File: src/rtl/bcd_conv_sched_pkg.sv
// Shared types and constants for the time-multiplexed binary-to-BCD converter.
// Imported by the scheduler and its combinational double-dabble step.
package bcd_conv_sched_pkg;

  localparam int BIN_W_DEF = 16;
  localparam int NDIG_DEF  = 4;

  typedef logic [3:0] bcd_t;

  typedef enum logic {
    IDLE = 1'b0,
    CONV = 1'b1
  } state_t;

  // Largest value that fits in ndig decimal digits (10**ndig - 1).
  function automatic longint max_val(input int ndig);
    longint m;
    m = 1;
    for (int i = 0; i < ndig; i++) begin
      m = m * 10;
    end
    return m - 1;
  endfunction

endpackage

File: src/rtl/bcd_conv_sched_dabble.sv
// One double-dabble step: add 3 to every digit >= 5, then shift the digit
// chain left by one bit with bit_in entering the units digit. Purely combinational.
module bcd_dabble_step
  import bcd_conv_sched_pkg::*;
#(
  parameter int NDIG = NDIG_DEF
) (
  input  bcd_t [NDIG-1:0] din,
  input  logic            bit_in,
  output bcd_t [NDIG-1:0] dout
);

  bcd_t [NDIG-1:0]   adj;
  logic [4*NDIG-1:0] flat;

  always_comb begin
    adj = din;
    for (int i = 0; i < NDIG; i++) begin
      if (din[i] >= 4'd5) begin
        adj[i] = din[i] + 4'd3;
      end
    end
    flat = adj;
    // The MSB of each digit falls into the LSB of the next one up.
    dout = {flat[4*NDIG-2:0], bit_in};
  end

endmodule

File: src/rtl/bcd_conv_sched.sv
// Round-robin scheduler sharing one bit-serial binary-to-BCD converter between
// two requesters; BIN_W steps per conversion, result saturates to all 9s.
module bcd_conv_sched
  import bcd_conv_sched_pkg::*;
#(
  parameter int BIN_W = BIN_W_DEF,
  parameter int NDIG  = NDIG_DEF
) (
  input  logic             clk,
  input  logic             rst,
  input  logic             req0,
  input  logic [BIN_W-1:0] bin0,
  input  logic             req1,
  input  logic [BIN_W-1:0] bin1,
  output logic             ack0,
  output logic             ack1,
  output logic             busy,
  output logic             valid,
  output logic             src,
  output logic             ovf,
  output logic [3:0]       un,
  output logic [3:0]       dec,
  output logic [3:0]       cent,
  output logic [3:0]       milh
);

  localparam longint MAXV = max_val(NDIG);
  localparam int     CW   = (BIN_W > 1) ? $clog2(BIN_W) : 1;

  state_t           state, state_nx;
  logic             last_grant;
  logic             grant, gnt_idx, tie, step_last;
  logic [BIN_W-1:0] shreg, gnt_bin;
  logic [CW-1:0]    cnt;
  logic             povf, psrc;
  bcd_t [NDIG-1:0]  acc, acc_nx, fin;

  bcd_dabble_step #(.NDIG(NDIG)) u_step (
    .din    (acc),
    .bit_in (shreg[BIN_W-1]),
    .dout   (acc_nx)
  );

  always_ff @(posedge clk or posedge rst) begin
    if (rst) begin
      state <= IDLE;
    end else begin
      state <= state_nx;
    end
  end

  always_comb begin
    state_nx  = state;
    grant     = 1'b0;
    gnt_idx   = 1'b0;
    tie       = 1'b0;
    step_last = 1'b0;
    case (state)
      IDLE: begin
        if (req0 || req1) begin
          grant    = 1'b1;
          state_nx = CONV;
          if (req0 && req1) begin
            tie     = 1'b1;
            gnt_idx = ~last_grant;
          end else begin
            gnt_idx = req1;
          end
        end
      end
      CONV: begin
        if (cnt == '0) begin
          step_last = 1'b1;
          state_nx  = IDLE;
        end
      end
      default: state_nx = IDLE;
    endcase
  end

  assign gnt_bin = gnt_idx ? bin1 : bin0;
  assign fin     = povf ? {NDIG{4'd9}} : acc_nx;

  always_ff @(posedge clk or posedge rst) begin
    if (rst) begin
      last_grant <= 1'b1;
      shreg      <= '0;
      cnt        <= '0;
      acc        <= '0;
      povf       <= 1'b0;
      psrc       <= 1'b0;
      ack0       <= 1'b0;
      ack1       <= 1'b0;
      busy       <= 1'b0;
      valid      <= 1'b0;
      src        <= 1'b0;
      ovf        <= 1'b0;
      un         <= '0;
      dec        <= '0;
      cent       <= '0;
      milh       <= '0;
    end else begin
      ack0  <= 1'b0;
      ack1  <= 1'b0;
      valid <= 1'b0;
      if (grant) begin
        shreg <= gnt_bin;
        acc   <= '0;
        cnt   <= CW'(BIN_W - 1);
        ack0  <= ~gnt_idx;
        ack1  <= gnt_idx;
        busy  <= 1'b1;
        povf  <= (longint'(gnt_bin) > MAXV);
        psrc  <= gnt_idx;
        // Fairness state only moves when there was a real contest.
        if (tie) begin
          last_grant <= gnt_idx;
        end
      end else if (state == CONV) begin
        acc   <= acc_nx;
        shreg <= {shreg[BIN_W-2:0], 1'b0};
        cnt   <= cnt - 1'b1;
        if (step_last) begin
          un    <= fin[0];
          dec   <= fin[1];
          cent  <= fin[2];
          milh  <= fin[3];
          ovf   <= povf;
          src   <= psrc;
          valid <= 1'b1;
          busy  <= 1'b0;
        end
      end
    end
  end

endmodule

File: config.mk
export PLATFORM = sky130hd
export DESIGN_NAME = bcd_conv_sched
export DESIGN_NICKNAME = d
export VERILOG_FILES = /design/src/rtl/bcd_conv_sched_pkg.sv /design/src/rtl/bcd_conv_sched_dabble.sv /design/src/rtl/bcd_conv_sched.sv
export SDC_FILE = /design/constraint.sdc
export NUM_CORES = 1
export LEC_CHECK = 0
export CAP_MARGIN = 20
export CORE_ASPECT_RATIO = 1.2
export CORE_UTILIZATION = 55
export DETAILED_ROUTE_END_ITERATION = 10
export PLACE_DENSITY_LB_ADDON = 0.08
export SETUP_SLACK_MARGIN = 0.15
export SYNTH_ARGS = -nofsm -noshare
export SYNTH_HDL_FRONTEND = slang
export SYNTH_HIERARCHICAL = 1
export SYNTH_SLANG_ARGS = --single-unit
File: constraint.sdc
create_clock -name clk -period 3.5 [get_ports clk]
set_clock_uncertainty 0.15 [all_clocks]
set_input_delay 0.7 -clock clk [delete_from_list [all_inputs] [get_ports clk]]
set_output_delay 0.7 -clock clk [all_outputs]
set_load 0.02 [all_outputs]
=== Word-level counts from Yosys, hierarchy flattened ===
Cells that the tools add are included.

* Word-level logic and storage cells: 74
* Bits in registers: 62
* Output and inout port bits: 22
* Input bits: 36

* Reduce and logical (&&, ||, !) cells: 8
* Muxes and demuxes: 32
* Order comparisons: 5
* Add/subtract/negate cells: 5
* Bitwise logic cells: 4

{| class="wikitable"
|+ Operator list
! kind !! number
|-
| $mux 16 || 6
|-
| $mux 4 || 5
|-
| $mux 1 || 19
|-
| $ge 4x3->1 const B || 4
|-
| $gt 16x14->1 const B || 1
|-
| $add 4x2->4 const B || 3
|-
| $logic_not 4->1 || 1
|-
| $not 1->1 || 4
|-
| $reduce_and 2->1 || 2
|-
| $reduce_bool 2->1 || 2
|-
| $sub 4x1->4 const B || 1
|-
| $add 3x2->3 const B || 1
|-
| $mux 3 || 1
|-
| $reduce_and 3->1 || 1
|-
| $pmux 1 s2 || 1
|-
| $logic_and 1x1->1 || 1
|-
| $logic_or 1x1->1 || 1
|}

=== Longest topological paths before layout ===
Gate-level depths: netlist of the first run.

* Depth after elaboration: 6
* Mapped depth: 7
* Gate-level depth less buffers: 7

=== By module ===
The synthesis of the first run kept the hierarchy.

{| class="wikitable"
|+ By module, submodules not included
! module !! area each (um^2) !! sequential area each (um^2) !! instances !! cells each
|-
| bcd_conv_sched || 2,891.5 || 1,552.7 || 1 || 314
|-
| bcd_dabble_step || 392.9 || 0.0 || 1 || 61
|}

=== Least setup slack after synthesis of the first run ===
Ideal clock, no wire load.

* Path type: in2reg
* Start: input port bin1[8]
* End: register povf
* Slack: 1,547 ps
* Setup time: 65 ps
* Path buffers: 0
* Data required time: 3,285 ps
* Cell stages on the path: 5
* Arrival: 1,738 ps
* Cells stage by stage: nand4_1 or4b_1 a22o_1 a31oi_1 o22a_1

* Longest elaborated chain between the ends: 2

{| class="wikitable"
|+ RTL lines
! item !! RTL line !! text
|-
| start, declared || bcd_conv_sched.sv:14 || <nowiki>input logic [BIN_W-1:0] bin1,</nowiki>
|-
| $mux 16 || bcd_conv_sched.sv:81 || <nowiki>assign gnt_bin = gnt_idx ? bin1 : bin0;</nowiki>
|-
| $gt 16x14->1 || bcd_conv_sched.sv:113 || <nowiki>povf <= (longint'(gnt_bin) > MAXV);</nowiki>
|-
| end signal, assigned || bcd_conv_sched.sv:113 ||
|-
| end, declared || bcd_conv_sched.sv:35 || <nowiki>logic povf, psrc;</nowiki>
|}

No other way between the ends.
A chain may end at the register's enable or synchronous reset.

=== Worst setup path after layout of the first run ===
* Start: input port req1
* End: register povf

* Longest elaborated chain between the ends: 6
* Elaborated cells between the ends (all ways): 9
* Those cells by class: order compare (1); mux (6); reduce/logical (2)

{| class="wikitable"
|+ RTL lines
! item !! RTL line !! text
|-
| start, declared || bcd_conv_sched.sv:13 || <nowiki>input logic req1,</nowiki>
|-
| $logic_and 1x1->1 || bcd_conv_sched.sv:63 || <nowiki>if (req0 && req1) begin</nowiki>
|-
| $mux 1 || bcd_conv_sched.sv:63 ||
|-
| $mux 1 || bcd_conv_sched.sv:60 || <nowiki>if (req0 || req1) begin</nowiki>
|-
| $mux 1 || bcd_conv_sched.sv:58 || <nowiki>case (state)</nowiki>
|-
| $mux 16 || bcd_conv_sched.sv:81 ||
|-
| $gt 16x14->1 || bcd_conv_sched.sv:113 ||
|}

Several ways; a longest one is shown, not always the timed one.

==> key figures, run 1 <==
Layout
  – Non-Filler Instances: 509
  – Final Instance Area: 4050 sq um
  – Nets: 470
  – Share of layout cells above drive strength 1: 7.23%
  – Synth-to-Final Area Change: 23.4%
  – Post-layout util: 71.0%
  – Antenna Cells: 0

Synthesis
  – Distinct cells, synth: 39
  – Commonest cells post-synth: 98 x nand2_1, 61 x dfrtp_1, 44 x o21ai_0
  – Top-count cell post-synth: nand2_1
  – Post-Syn Area: 3280 sq um
  – Post-Syn Nets: 421
  – Number of flops mapped to enable cells by yosys: 0
  – Post-synth ARST share: 100%
  – Syn avg cell area: 8.76 sq um
  – Area contributors post-synth: dfrtp_1 46%, nand2_1 11%, o21ai_0 6.7%, ha_1 3.8%, a21o_1 3.4%
  – Synth Flop Type: dfrtp_1
  – Post-synthesis register bit count: 62
  – Most area-hungry cell type in the Yosys netlist: dfrtp_1
  – Yosys Warn Count: 6
  – Syn Inst Count: 375
  – Seq/Total Area, Yosys: 47.3%
  – Top cell type's share of synthesized area: 46.5%

Die
  – Die ar.: 6290 sq um
  – Width of the die: 72.5 microns
  – Core box area: 5710 sq um
  – Rows: 30
  – IO Pins: 58
  – Initial Util: 57.6%
  – Die height: 86.7 microns

Global routing
  – GRT overflow: 0
  – Largest net degree at the start of global routing: 47
  – Gr usage total: 24.5%
  – Number of global-route vias before repair: 2,627
  – Initial antenna violation count: 0
  – First-pass GRT wire length: 11.8 mm

Timing
  – Tmin final: 2360 ps
  – TNS Setup: 0 ps
  – Worst-Margin Slew: 791 ps
  – Setup WS post-layout: 1140 ps
  – Fin. Hold Viols: 0
  – Top achievable clock speed: 423 MHz
  – RSZ-0062 raised after global routing: false
  – Worst hold slack: 312 ps
  – Final setup vio count: 0
  – Pins over their slew limit: 0
  – Slew margin rel.: 47.3%
  – Fin crit share: 67.5%

Setup path
  – Max FO, Critical Path: 20
  – Worst path top cell family by delay: compound AO/OA/AOI/OAI gates
  – Worst setup SP type: primary input
  – Setup crit end kind: flop
  – Critical Path AT: 2480 ps
  – RR Startpoint: state$_DFF_PP0_
  – R2r worst-path depth: 4
  – Worst path bufs/invs: 1
  – Slowest-stage cell, CP: clkdlybuf4s50_1
  – Crit path required time: 3620 ps
  – CP peak stage delay: 530 ps
  – CP cell instances: clkdlybuf4s50_1 > a21bo_4 > nor2_8 > mux2_2 > a31oi_1 > o22a_1
  – Crit Path Class: in -> reg
  – R2R Path End: shreg[10]$_DFFE_PP0P_
  – Worst R2R Setup Slack: 1250 ps

Min path
  – Worst hold-check path type: reg -> reg
  – Hold path start: cent[3]$_DFFE_PP0P_
  – Hold worst-path end: cent[3]$_DFFE_PP0P_
  – Cells on Worst Hold Path: 2

Power
  – Sw Ratio: 39.1%
  – Comb pwr share: 42.2%
  – Total power draw: 3.20 mW
  – Worst vdd ir: 0.000420 V
  – Lkg Pwr: 1.94 nW
  – Clock power frac: 17.4%
  – Pwr dens: 790 nW/um^2
  – Pint: 1.95 mW
  – Switching power: 1.25 mW
  – Flop pwr share: 40.4%

CTS
  – CTS buffer count: 9
  – H-tree levels: 3
  – CTS tree: yes
  – Root buffer cell: clkbuf_8
  – Clock-pin slew on the worst setup and hold paths: 60 ps
  – Clock Sinks: 62
  – Postcts setup bufs: 0
  – CTS Hold Bufs: 0
  – Clock Tree Buf Depth: 2
  – Clock Latency Late Sink: 330 ps
  – Post-CTS sizing: 0

Place
  – Post-DP Area: 3870 sq um
  – Placed cells: 493
  – Final HPWL DP: 4.99 mm
  – I/O Buffers: 57
  – DP Worst Slack: 799 ps
  – RD Place Congestion: 0.803

Route
  – Post-route ant nets: 0
  – Via-per-instance ratio: 5.37
  – Drt total wl: 6.89 mm
  – DR DRC count: 0
  – Drt wl/cell: 13.5 microns
  – Initial DRC count: 141
  – 1st-pass router iterations: 4
  – Via count: 2,733

Status
  – Status: complete, no violations

Job
  – MaxCap Viol Count: 0
==> cells by family (layout without fill, tap and decap cells) <==
family          Yosys count  count (layout)  share of synthesized area [%]
mux                       9               9                           2.78
compound gates           92              92                           17.9
xor+xnor                  6               6                           1.60
fa+ha+maj                10              10                           3.81
flops                    62              62                           47.3
buf+inv                  38              92                           5.26
simple gates            158             158                           21.4
==> layout make-up <==
class,instances,area (sq um)
Fill cell,483,1650
Timing Repair Buffer,62,608
Clock inverter,4,22.5
Sequential cell,62,1550
Tap cell,80,100
Inverter,14,52.6
Multi-Input combinational cell,275,1560
Clock buffer,12,155
==> flip-flops by register name, summed over array words and instances, names as in the netlist <==
signal,count
acc,16
ack0,1
ack1,1
busy,1
cent,4
cnt,4
dec,4
last_grant,1
milh,4
ovf,1
povf,1
psrc,1
shreg,16
src,1
state,1
un,4
valid,1
==> power groups by stage <==
stage | logic (mW) | clock network, mW | registers, mW
finish | 1.35 | 0.557 | 1.29
CTS | 1.37 | 0.570 | 1.29
global route | 1.53 | 0.599 | 1.34
global placement | 1.30 | 0 | 1.29
detailed placement | 1.36 | 0 | 1.31
floorplan | 0.870 | 0 | 1.33
==> layout by cell type, fill, tap and decap left out, types with 3 or more instances in the layout <==
cell,n
nand3b_1,9
clkbuf_8,11
nor2_1,26
ha_1,10
clkdlybuf4s50_1,57
nand2b_1,8
clkinv_2,3
nand2_1,98
xnor2_1,6
a21oi_2,4
inv_1,13
dfrtp_1,60
o21ai_0,44
a21o_1,15
a311oi_1,11
nor3_1,6
buf_4,5
mux2i_1,8
a31oi_1,3
a21oi_1,5
a211oi_1,4
o21ai_1,3
==> how the worst max path moves through the flow <==
stage / depth (start not counted) / slack (ps) / to / start
floorplan: 1 / 1110 / acc[0]$_DFFE_PP0P_ / rst
detailed placement: 6 / 800 / povf$_DFFE_PP0P_ / req1
global placement: 6 / 830 / povf$_DFFE_PP0P_ / req1
CTS: 6 / 1150 / povf$_DFFE_PP0P_ / req1
finish: 6 / 1140 / povf$_DFFE_PP0P_ / req1
global route: 6 / 1050 / povf$_DFFE_PP0P_ / req1
==> layer usage <==
layer  GRT usage [%]  vias to the layer above  part of all wire, %  routed length [microns]
li1                -                     1369                    -                        -
met5               0                        -                    0                        0
met4            12.1                        0                  2.0                      137
met2            42.9                       82                   50                     3440
met1            29.1                     1266                   44                     3020
met3            3.72                       16                  4.1                      284
==> worst min-delay path: cells and delay by family (launching register included) <==
kind	cells	cell delay, ps
and+or+nand+nor	2	90
DFF	1	340
(Power assumes the default switching activity.)
==> run 2, diff against run 1 <==
CORE_UTILIZATION = 48   (was 55)
clock period = 2 ns   (was 3.5 ns; I/O delays follow)
==> key figures, run 2 (synthesized netlist as in run 1, its figures left out) <==
Layout
  – Most frequent cells in the layout: 98 x nand2_1, 60 x dfrtp_1, 44 x o21ai_0 (was 98 x nand2_1, 60 x dfrtp_1, 57 x clkdlybuf4s50_1)
  – Area of the multi-input gates: 1580 sq um (was 1560 sq um)
  – Synth-to-Final Area Change: 30.9% (was 23.4%)
  – Most common cell after layout, fill and taps aside: nand2_1 (unchanged)
  – Largest registers: acc: 16 flops, shreg: 16 flops (unchanged)
  – Antenna Cells: 0 (unchanged)
  – Final Instance Area: 4300 sq um (was 4050 sq um)
  – Nets: 490 (was 470)
  – # fillers: 571 (was 483)
  – Share of layout cells above drive strength 1: 12.1% (was 7.23%)
  – Register area: 1550 sq um (unchanged)

Global routing
  – Number of global-route vias before repair: 2,818 (was 2,627)
  – Initial antenna violation count: 0 (unchanged)
  – GRT overflow: 0 (unchanged)
  – First-pass GRT wire length: 12.3 mm (was 11.8 mm)
  – Gr usage total: 22.0% (was 24.5%)
  – Largest net degree at the start of global routing: 63 (was 47)

CTS
  – Clock Latency Late Sink: 340 ps (was 330 ps)
  – H-tree levels: 3 (unchanged)
  – Clock-pin slew on the worst setup and hold paths: 70 ps (was 60 ps)
  – CTS buffer count: 9 (unchanged)
  – Root buffer cell: clkbuf_8 (unchanged)
  – Postcts setup bufs: 0 (unchanged)
  – Clock Sinks: 62 (unchanged)
  – CTS Hold Bufs: 0 (unchanged)
  – Clock Tree Buf Depth: 2 (unchanged)
  – CTS tree: yes (unchanged)

Die
  – Width of the die: 77.5 microns (was 72.5 microns)
  – Core box area: 6530 sq um (was 5710 sq um)
  – IO Pins: 58 (unchanged)
  – Die ar.: 7180 sq um (was 6290 sq um)
  – Initial Util: 50.3% (was 57.6%)
  – Rows: 32 (was 30)
  – Die height: 92.6 microns (was 86.7 microns)

Route
  – 1st-pass router iterations: 4 (unchanged)
  – Drt wl/cell: 13.0 microns (was 13.5 microns)
  – Drt total wl: 6.95 mm (was 6.89 mm)
  – Post-route ant nets: 0 (unchanged)
  – Initial DRC count: 79 (was 141)
  – DR DRC count: 0 (unchanged)
  – Via-per-instance ratio: 5.19 (was 5.37)
  – Via count: 2,767 (was 2,733)

Setup path
  – Crit path required time: 2120 ps (was 3620 ps)
  – Setup crit end kind: flop (unchanged)
  – Worst setup SP type: primary input (unchanged)
  – Max FO, Critical Path: 2 (was 20)
  – Crit Path Class: in -> reg (unchanged)
  – Critical Path AT: 1940 ps (was 2480 ps)

Place
  – I/O Buffers: 57 (unchanged)
  – DP Worst Slack: -264 ps (was 799 ps)
  – Post-DP Area: 4070 sq um (was 3870 sq um)
  – Final HPWL DP: 4.92 mm (was 4.99 mm)
  – RD Place Congestion: 0.819 (was 0.803)

Power
  – Lkg Pwr: 2.23 nW (was 1.94 nW)
  – Flop pwr share: 39.2% (was 40.4%)
  – Pwr dens: 1320 nW/um^2 (was 790 nW/um^2)
  – Comb pwr share: 42.0% (was 42.2%)
  – Clock power frac: 18.9% (was 17.4%)
  – Switching power: 2.20 mW (was 1.25 mW)
  – Pint: 3.47 mW (was 1.95 mW)
  – Total power draw: 5.66 mW (was 3.20 mW)
  – Sw Ratio: 38.8% (was 39.1%)
  – Worst vdd ir: 0.000622 V (was 0.000420 V)

Timing
  – Worst hold slack: 309 ps (was 312 ps)
  – Slew margin rel.: 62.3% (was 47.3%)
  – Tmin final: 1820 ps
  – Fin. Hold Viols: 0 (unchanged)
  – Final setup vio count: 0 (unchanged)
  – RSZ-0062 raised after global routing: true (was false)
  – Pins over their slew limit: 0 (unchanged)
  – Worst-Margin Slew: 565 ps (was 791 ps)
  – Fin crit share: 91.1%
  – Setup WS post-layout: 179 ps (was 1140 ps)
  – Top achievable clock speed: 549 MHz
  – TNS Setup: 0 ps (unchanged)

Min path
  – Worst hold-check path type: reg -> reg (unchanged)

Status
  – Status: complete, no violations (unchanged)

Job
  – MaxCap Viol Count: 0 (unchanged)
## run 2: timing repair
action,in CTS,in global routing
setup endpoints to repair,12,16
cloned,0,0
pin swaps,1,3
gates resized for setup,11,16
## run 2: cell type report
type / instances / area share (%)
well taps: 85 / 2.47
clock inverters: 4 / 1.11
multi-input cells: 275 / 36.8
inverters: 14 / 1.31
repair buffers: 82 / 18.9
clock buffers: 11 / 3.29
flip-flops and latches: 62 / 36.2
## run 2: worst max-delay path: stages
cell and delay (ps):
clkdlybuf4s50_1 430, nor2_2 120, or4b_1 450, a22o_1 230, a31oi_1 160, o22a_1 140
## run 2: power groups by stage
| stage | Clock, mW | Sequential (mW) | Combinational, mW |
|---|---|---|---|
| after global routing | 1.15 | 2.30 | 2.70 |
| after floorplan | 0 | 2.33 | 1.52 |
| final | 1.07 | 2.22 | 2.38 |
| after CTS | 1.09 | 2.23 | 2.41 |
| after global placement | 0 | 2.23 | 2.38 |
| after detailed placement | 0 | 2.25 | 2.47 |
## run 2: metal layers
metal  GRT usage (%)  wire length (microns)  up-vias
li1                -                      -     1404
met1            25.3                   3040     1284
met2            38.9                   3510       66
met3            3.25                    285       13
met4            12.1                    114        0
met5               0                      0        -
## run 2: path summary, 6_finish.rpt
path | slack, ps | end | start | cells past startpoint
setup / recovery | 180 | povf$_DFFE_PP0P_ | bin1[15] | 6
hold / removal | 310 | milh[0]$_DFFE_PP0P_ | milh[0]$_DFFE_PP0P_ | 2
setup reg to reg | 280 | povf$_DFFE_PP0P_ | last_grant$_DFFE_PP1P_ | 6
hold reg to reg | 310 | milh[0]$_DFFE_PP0P_ | milh[0]$_DFFE_PP0P_ | 2
max in group asynchronous | 1080 | shreg[13]$_DFFE_PP0P_ | rst | 3
min in group asynchronous | 330 | ack0$_DFF_PP0_ | rst | 3
## run 2: through the flow
step	util, %	cells
after global placement	62.4	518
final	65.9	533
after CTS	65.1	533
after floorplan	-	375
after detailed placement	62.4	518
after global routing	65.9	533
